==> src/rtl/sd_cic_decimator.sv <==
`timescale 1ns/1ps
// ----------------------------------------------------------------------------
// sd_cic_decimator
//
// Sinc3 (third-order CIC) decimator. It turns the 1-bit sigma-delta bitstream
// into signed PCM samples at 1/OSR of the accepted bit rate, with
// OSR = 2**LOG2_OSR.
//
// Structure:
//   - Three integrators running at the bit rate, updated only on accepted bits.
//   - Decimation counter. It produces one tick per OSR accepted bits.
//   - Three comb stages that form a fixed pipeline. They advance one stage per
//     clock after each tick.
//   - Scaling to OUT_W bits with positive saturation, then a registered output.
//
// Ports:
//   clk          rising-edge clock
//   reset        asynchronous, active-high; clears every register
//   bit_in       modulator bit (1 -> +1, 0 -> -1)
//   bit_valid    qualifies bit_in; integrators and counter hold while low
//   sample_out   decimated signed sample; holds its value between strobes
//   sample_valid one-cycle strobe marking a new sample_out
//   sample_sat   high with sample_valid when sample_out was clamped
// ----------------------------------------------------------------------------
module sd_cic_decimator #(
  parameter int LOG2_OSR = 6,
  parameter int OUT_W    = 24
) (
  input  logic                    clk,
  input  logic                    reset,
  input  logic                    bit_in,
  input  logic                    bit_valid,
  output logic signed [OUT_W-1:0] sample_out,
  output logic                    sample_valid,
  output logic                    sample_sat
);

  // The CIC gain is OSR**3, so it needs 3*LOG2_OSR bits.
  // Two more bits cover the sign and the +OSR**3 full-scale value.
  localparam int ACC_W = 3 * LOG2_OSR + 2;
  localparam int SHIFT = OUT_W - 1 - 3 * LOG2_OSR;
  localparam int Y_W   = ACC_W + SHIFT;

  localparam logic        [LOG2_OSR-1:0] CNT_LAST = '1;
  localparam logic signed [ACC_W-1:0]    ACC_ONE  = ACC_W'(1);
  localparam logic signed [OUT_W-1:0]    OUT_MAX  = {1'b0, {(OUT_W-1){1'b1}}};

  logic signed [ACC_W-1:0] x;
  logic signed [ACC_W-1:0] i1, i2, i3;
  logic        [LOG2_OSR-1:0] cnt;
  logic                    tick;

  logic signed [ACC_W-1:0] d0, d0_z;
  logic signed [ACC_W-1:0] c1, c1_z;
  logic signed [ACC_W-1:0] c2, c2_z;
  logic signed [ACC_W-1:0] c3;
  logic                    v0, v1, v2;

  logic signed [Y_W-1:0]   y;
  logic                    pos_over;

  // Map the bit onto +1 / -1 at the accumulator width.
  assign x = bit_in ? ACC_ONE : '1;

  // The last bit of each OSR-bit frame starts a new output sample.
  assign tick = bit_valid && (cnt == CNT_LAST);

  // Integrator chain and decimation counter. Each stage adds the pre-edge
  // value of the stage before it. Overflow wraps modulo 2**ACC_W by design,
  // and the comb differences undo that wrap.
  always_ff @(posedge clk or posedge reset) begin
    if (reset) begin
      i1  <= '0;
      i2  <= '0;
      i3  <= '0;
      cnt <= '0;
    end else if (bit_valid) begin
      i1  <= i1 + x;
      i2  <= i2 + i1;
      i3  <= i3 + i2;
      cnt <= cnt + 1'b1;
    end
  end

  // Decimated sample capture. i3 + i2 equals the value i3 takes at this
  // same edge, so the comb sees the integrator state after the tick bit.
  always_ff @(posedge clk or posedge reset) begin
    if (reset) begin
      d0 <= '0;
      v0 <= 1'b0;
    end else begin
      v0 <= tick;
      if (tick) begin
        d0 <= i3 + i2;
      end
    end
  end

  // First two comb stages. Each stage runs once per sample, on the clock
  // after the previous stage. The stage-valid flags carry the sample along
  // whatever bit_valid does.
  always_ff @(posedge clk or posedge reset) begin
    if (reset) begin
      c1   <= '0;
      c1_z <= '0;
      c2   <= '0;
      d0_z <= '0;
      v1   <= 1'b0;
      v2   <= 1'b0;
    end else begin
      v1 <= v0;
      v2 <= v1;
      if (v0) begin
        c1   <= d0 - d0_z;
        d0_z <= d0;
      end
      if (v1) begin
        c2   <= c2_diff(c1, c1_z);
        c1_z <= c1;
      end
    end
  end

  function automatic logic signed [ACC_W-1:0] c2_diff(
    input logic signed [ACC_W-1:0] a,
    input logic signed [ACC_W-1:0] b
  );
    return a - b;
  endfunction

  // The third comb stage feeds the output register directly.
  assign c3 = c2 - c2_z;

  // Scale c3 to full scale at OUT_W bits. Legal c3 lies in [-OSR**3, +OSR**3].
  // So y can only leave the output range at the top, by exactly one LSB.
  // The bottom value, -2**(OUT_W-1), is representable as it stands.
  assign y        = Y_W'(c3) <<< SHIFT;
  assign pos_over = !y[Y_W-1] && y[Y_W-2];

  // Output register. sample_out keeps the last sample.
  // sample_sat is meaningful only together with the strobe.
  always_ff @(posedge clk or posedge reset) begin
    if (reset) begin
      c2_z         <= '0;
      sample_out   <= '0;
      sample_valid <= 1'b0;
      sample_sat   <= 1'b0;
    end else begin
      sample_valid <= v2;
      sample_sat   <= v2 && pos_over;
      if (v2) begin
        c2_z       <= c2;
        sample_out <= pos_over ? OUT_MAX : y[OUT_W-1:0];
      end
    end
  end

endmodule

==> config.mk <==
export PLATFORM = sky130hd
export DESIGN_NAME = sd_cic_decimator
export DESIGN_NICKNAME = d
export VERILOG_FILES = /design/src/rtl/sd_cic_decimator.sv
export SDC_FILE = /design/constraint.sdc
export NUM_CORES = 1
export LEC_CHECK = 0
export ABC_AREA = 1
export CORE_MARGIN = 2
export CORE_UTILIZATION = 58
export DETAILED_ROUTE_END_ITERATION = 6
export GPL_TIMING_DRIVEN = 1
export PLACE_DENSITY = 0.79
export SYNTH_ARGS = -nofsm -noshare
export SYNTH_HDL_FRONTEND = slang
export SYNTH_SLANG_ARGS = --single-unit
export TNS_END_PERCENT = 100
==> constraint.sdc <==
create_clock -name clk -period 6.9 [get_ports clk]
set_input_delay 1.035 -clock clk [delete_from_list [all_inputs] [get_ports clk]]
set_output_delay 1.035 -clock clk [all_outputs]
set_load 0.03 [all_outputs]
# ---- After elaboration in Yosys (flattened, before gate mapping)
# Index checks and enable logic that the tools add are counted.
dict set report op_classes {
  n_reduce_logical 4
  addsub 7
  muxes 2
  eq_ne 1
}
# operator n
set op_table {}
lappend op_table {{adder 20 bit} 3}
lappend op_table {{subtractor 20 bit} 3}
lappend op_table {{2-to-1 mux 24 bit} 1}
lappend op_table {{2-to-1 mux 20 bit} 1}
lappend op_table {{adder 6 x 1 -> 6 bit, second input constant} 1}
lappend op_table {{equality test 6 bit, second input constant} 1}
lappend op_table {{logical AND 1 bit} 3}
lappend op_table {{logical NOT 1 bit} 1}
dict set report totals {
  out_inout_bits 26
  input_bits 4
  wordCells 30
  regBits 215
}

# ---- Depth between registers and ports, before layout
dict set report logic_depth {
  depth_word 4
  mapped_depth 17
  mapped_depth_nobuf 16
}

# ---- Worst setup path after synthesis
# OpenSTA, ideal clock, no wires.
dict set report synth_timing {
  path_type {input to register}
  from {in bit_in}
  to {reg i1[9]}
  required_time_ns 6.782
  arrival_time_ns 2.753
  path_slack_ns 4.029
  cell_stages 9
  path_buffers 0
  setup_ns 0.118
  cell_sequence {inv_1 -> ha_1 -> a21oi_1 -> o21ai_1 -> a21boi_1 -> o21ai_0 -> or2_2 -> nand3_1 -> nand2_1}
}
dict set report synth_between {
  elab_chain_cells 2
}
# element line_no
set synth_lines {}
lappend synth_lines {{start: declaration} 31} ;# input logic bit_in,
lappend synth_lines {{2-to-1 mux 20 bit} 63} ;# assign x = bit_in ? ACC_ONE : '1;
lappend synth_lines {{adder 20 bit} 78} ;# i1 <= i1 + x;
lappend synth_lines {{end signal: assignment} 78}
lappend synth_lines {{end: declaration} 49} ;# logic signed [ACC_W-1:0] i1, i2, i3;
# Every way passes these cells.
# A chain may end at the register's enable or synchronous reset.

# ---- Worst setup path after layout
# Same ends and word-level chain as after synthesis.

==> insert_results.sql <==
INSERT INTO impl_metrics (metric_group, metric, value, unit) VALUES
('timing', 'report.final.hold_viol_count', '0', ''),
('setup_path', 'worst_path_max_fanout', '19', ''),
('die', 'io_pins', '30', ''),
('setup_path', 'crit_path_start', 'bit_in', ''),
('setup_path', 'path_class', 'input pin to flop', ''),
('cts', 'ctsHoldBuffers', '0', ''),
('cts', 'cts_num_sinks', '211', ''),
('synthesis', 'synth.cell_area', '14500', 'um2'),
('drt', 'drt_first_pass_iters', '7', ''),
('run_status', 'status', 'complete, no violations', ''),
('global_route', 'first_global_vias', '12400', ''),
('synthesis', 'netlist-cell-type-count', '45', ''),
('timing', 'skew', '0.0158', 'ns'),
('final_layout', 'syn_to_final_growth', '9.17', '%'),
('setup_path', 'cp_top_family', 'buffers and inverters', ''),
('timing', 'transition_time_at_the_pin_with_the_least_slew_margin', '0.761', 'ns'),
('final_layout', 'filler_cell_count', '2161', ''),
('drt', 'antenna_violating_nets_post_route', '0', ''),
('setup_path', 'critical_path.reg2reg.endpoint', 'c2[8]', ''),
('synthesis', 'netlist.area_leader.share', '36.3', '%'),
('cts', 'cts_buffer_depth', '3', ''),
('timing', 'tns', '0', 'ns'),
('final_layout', 'fraction_of_final_layout_cells_sized_beyond_drive_strength_1', '4.77', '%'),
('setup_path', 'reg2reg_setup_slack', '4.29', 'ns'),
('setup_path', 'critical_path.endpoint', 'i1[9]', ''),
('synthesis', 'netlist.top_cell.by_area', 'sky130_fd_sc_hd__dfrtp_1', ''),
('drt', 'vias', '13000', ''),
('setup_path', 'timing.critical_path.to_type', 'flop', ''),
('cts', 'post_cts_resize_count', '0', ''),
('cts', 'cts_tree', 'done', ''),
('die', 'initial_core_util', '59.4', '%'),
('timing', 'grt_setup_unrepaired', 'false', ''),
('drt', 'postRouteWirelength', '34200', 'um'),
('cts', 'postCtsSetupRepairBufs', '0', ''),
('die', 'dieArea', '26300', 'um2'),
('timing', 'finalCriticalPeriod', '3.18', 'ns'),
('setup_path', 'reg2regPathDepth', '10', ''),
('drt', 'route.detailed.wl_per_inst', '14.4', 'um'),
('drt', 'drtIter0Drc', '875', ''),
('die', 'core', '24500', 'um2'),
('placement', 'detailed_place_hpwl', '25600', 'um'),
('run', 'maxCapViolCount', '0', ''),
('global_route', 'gr-total-overflow', '0', ''),
('setup_path', 'critical_path_buf_inv_count', '2', ''),
('drt', 'drt_drc_violations_left', '0', ''),
('synthesis', 'synth.avg_cell_area', '7.20', 'um2'),
('timing', 'fmax', '315', 'MHz'),
('cts', 'h-tree-depth', '1', ''),
('worst_hold_path', 'worstHoldPathType', 'flop to flop', ''),
('global_route', 'grt_max_degree', '102', ''),
('setup_path', 'crit_cells', '10', ''),
('placement', 'io_buffer_count', '29', ''),
('setup_path', 'timing.critical_path.from_type', 'input pin', ''),
('timing', 'max_slew_headroom', '49.0', '%'),
('setup_path', 'worst_ep_required_time', '7.31', 'ns'),
('synthesis', 'synth-seq-cells', '211', ''),
('timing', 'report.final.setup_viol', '0', ''),
('synthesis', 'post_synth_main_area_contributors', 'sky130_fd_sc_hd__dfrtp_1 (36%), sky130_fd_sc_hd__nand2_1 (15%), sky130_fd_sc_hd__ha_1 (9.8%)', ''),
('final_layout', 'final_net_count', '2159', ''),
('timing', 'final.period_utilization', '46.0', '%'),
('setup_path', 'r2r_start', 'c1[0]', ''),
('die', 'fp.dieH', '162', 'um'),
('cts', 'clk_pin_slew_worst_paths', '0.06', 'ns'),
('setup_path', 'critical_path.cell_chain', 'clkdlybuf4s50_1 > inv_1 > ha_1 > a21oi_1 > o21ai_1 > a21boi_1 > o21ai_0 > or2_2 > nand3_1 > nand2_1', ''),
('synthesis', 'yosysWarningCount', '0', ''),
('synthesis', 'syn-instance-count', '2018', ''),
('cts', 'cts_inserted_buffers', '25', ''),
('setup_path', 'slowest_stage', 'sky130_fd_sc_hd__inv_1', ''),
('synthesis', 'synth_fp_nets', '2142', ''),
('timing', 'drv_slew', '0', ''),
('setup_path', 'cp_data_arrival_time', '3.59', 'ns');
sequential cells by signal, summed over array words and instances (netlist names), 6 cells and up:
signal	cells
sample_out	20
i3	20
d0	20
i1	20
i2	20
c2	20
d0_z	20
c1_z	20
c2_z	20
cnt	6
c1	20
worst register-to-register path, stage by stage, from the launching register on:
cell                      delay, ns
sky130_fd_sc_hd__dfrtp_1       0.34
sky130_fd_sc_hd__inv_1         0.06
sky130_fd_sc_hd__ha_1          0.27
sky130_fd_sc_hd__fa_1          0.41
sky130_fd_sc_hd__inv_1         0.13
sky130_fd_sc_hd__nand2_1       0.10
sky130_fd_sc_hd__o21ai_1       0.25
sky130_fd_sc_hd__a21oi_1       0.21
sky130_fd_sc_hd__o21ai_1       0.30
sky130_fd_sc_hd__xor2_1        0.27
sky130_fd_sc_hd__o21ai_0       0.13
stage by stage:
stage	instances	instance area (um2)	util (%)	worst slack (ns)	hold WS [ns]
6_report	2378	15900	64.9	3.72	0.483
3_3_place_gp	2332	15100	61.5	3.24	0.459
3_5_place_dp	2332	15100	61.5	3.21	0.468
5_1_grt	2378	15900	64.9	3.46	0.507
2_1_floorplan	2018	14500	-	0.0991	0.352
4_1_cts	2378	15900	64.9	3.76	0.488
final cells by class:
cell class	count	area [um2]	share of cell area (%)
clock buffer	31	668	4.21
inverter	250	946	5.96
multi-input combinational	1510	8080	50.9
clock inverter	15	145	0.915
tap	324	405	2.56
sequential	211	5280	33.3
timing repair buffer	37	345	2.18
cells in the mapped netlist:
library cell and instances:
sky130_fd_sc_hd__clkbuf_1 31, sky130_fd_sc_hd__a21o_1 3, sky130_fd_sc_hd__nor3_1 16, sky130_fd_sc_hd__nand3_1 133
sky130_fd_sc_hd__o21bai_1 14, sky130_fd_sc_hd__nand3_2 2, sky130_fd_sc_hd__buf_2 2, sky130_fd_sc_hd__nand2_2 7
sky130_fd_sc_hd__nand2_4 1, sky130_fd_sc_hd__buf_12 1, sky130_fd_sc_hd__or2_2 12, sky130_fd_sc_hd__inv_1 245
sky130_fd_sc_hd__nand2_1 598, sky130_fd_sc_hd__clkinv_1 2, sky130_fd_sc_hd__nor4_1 6, sky130_fd_sc_hd__clkbuf_8 1
sky130_fd_sc_hd__a21oi_1 113, sky130_fd_sc_hd__fa_1 6, sky130_fd_sc_hd__buf_4 7, sky130_fd_sc_hd__a21oi_2 15
sky130_fd_sc_hd__o21ai_2 3, sky130_fd_sc_hd__or2_0 1, sky130_fd_sc_hd__and2_1 1, sky130_fd_sc_hd__buf_6 1
sky130_fd_sc_hd__nor3_2 1, sky130_fd_sc_hd__nand3b_1 16, sky130_fd_sc_hd__o211ai_1 3, sky130_fd_sc_hd__a21boi_0 3
sky130_fd_sc_hd__buf_1 4, sky130_fd_sc_hd__nand4_1 28, sky130_fd_sc_hd__ha_1 114, sky130_fd_sc_hd__nor2_1 157
sky130_fd_sc_hd__a21boi_1 1, sky130_fd_sc_hd__xnor2_1 14, sky130_fd_sc_hd__or2_1 1, sky130_fd_sc_hd__nor2_2 2
sky130_fd_sc_hd__o21ai_0 159, sky130_fd_sc_hd__xor2_1 38, sky130_fd_sc_hd__a31oi_1 18, sky130_fd_sc_hd__o21a_1 10
sky130_fd_sc_hd__a211oi_1 2, sky130_fd_sc_hd__inv_2 3, sky130_fd_sc_hd__a22o_1 2, sky130_fd_sc_hd__o21ai_1 10
sky130_fd_sc_hd__dfrtp_1 211
cells by family (layout without fill, tap and decap cells):
family | count (synthesis) | in the layout | synth area share (%)
AO/OA/AOI/OAI | 356 | 356 | 13.6
adder cells (fa/ha/maj) | 120 | 120 | 10.6
XOR/XNOR | 52 | 52 | 3.13
buffers and inverters | 297 | 333 | 8.10
flip-flops | 211 | 211 | 36.3
AND/OR/NAND/NOR | 982 | 982 | 28.2
how the worst min path moves through the flow:
| stage | start | to | slack [ns] | cells past startpoint |
|---|---|---|---|---|
| final | sample_out[21] | sample_out[21] | 0.48 | 2 |
| after global routing | i3[5] | i3[5] | 0.51 | 2 |
| after CTS | i3[0] | i3[0] | 0.49 | 2 |
| after detailed placement | i3[0] | i3[0] | 0.47 | 2 |
| after global placement | i3[0] | i3[0] | 0.46 | 2 |
| after floorplan | v0 | v1 | 0.35 | 0 |
per-layer routing:
| layer | GRT usage, % | vias up | share of wire [%] |
|---|---|---|---|
| li1 | - | 6616 | - |
| met1 | 36.4 | 5968 | 46 |
| met2 | 45.3 | 339 | 47 |
| met3 | 2.78 | 80 | 4.2 |
| met4 | 7.64 | 0 | 2.7 |
| met5 | 0 | - | 0 |
Power is left out: the tool's default activity adds up to more than one toggle a clock period on the data nets, which glitch-free logic cannot reach.
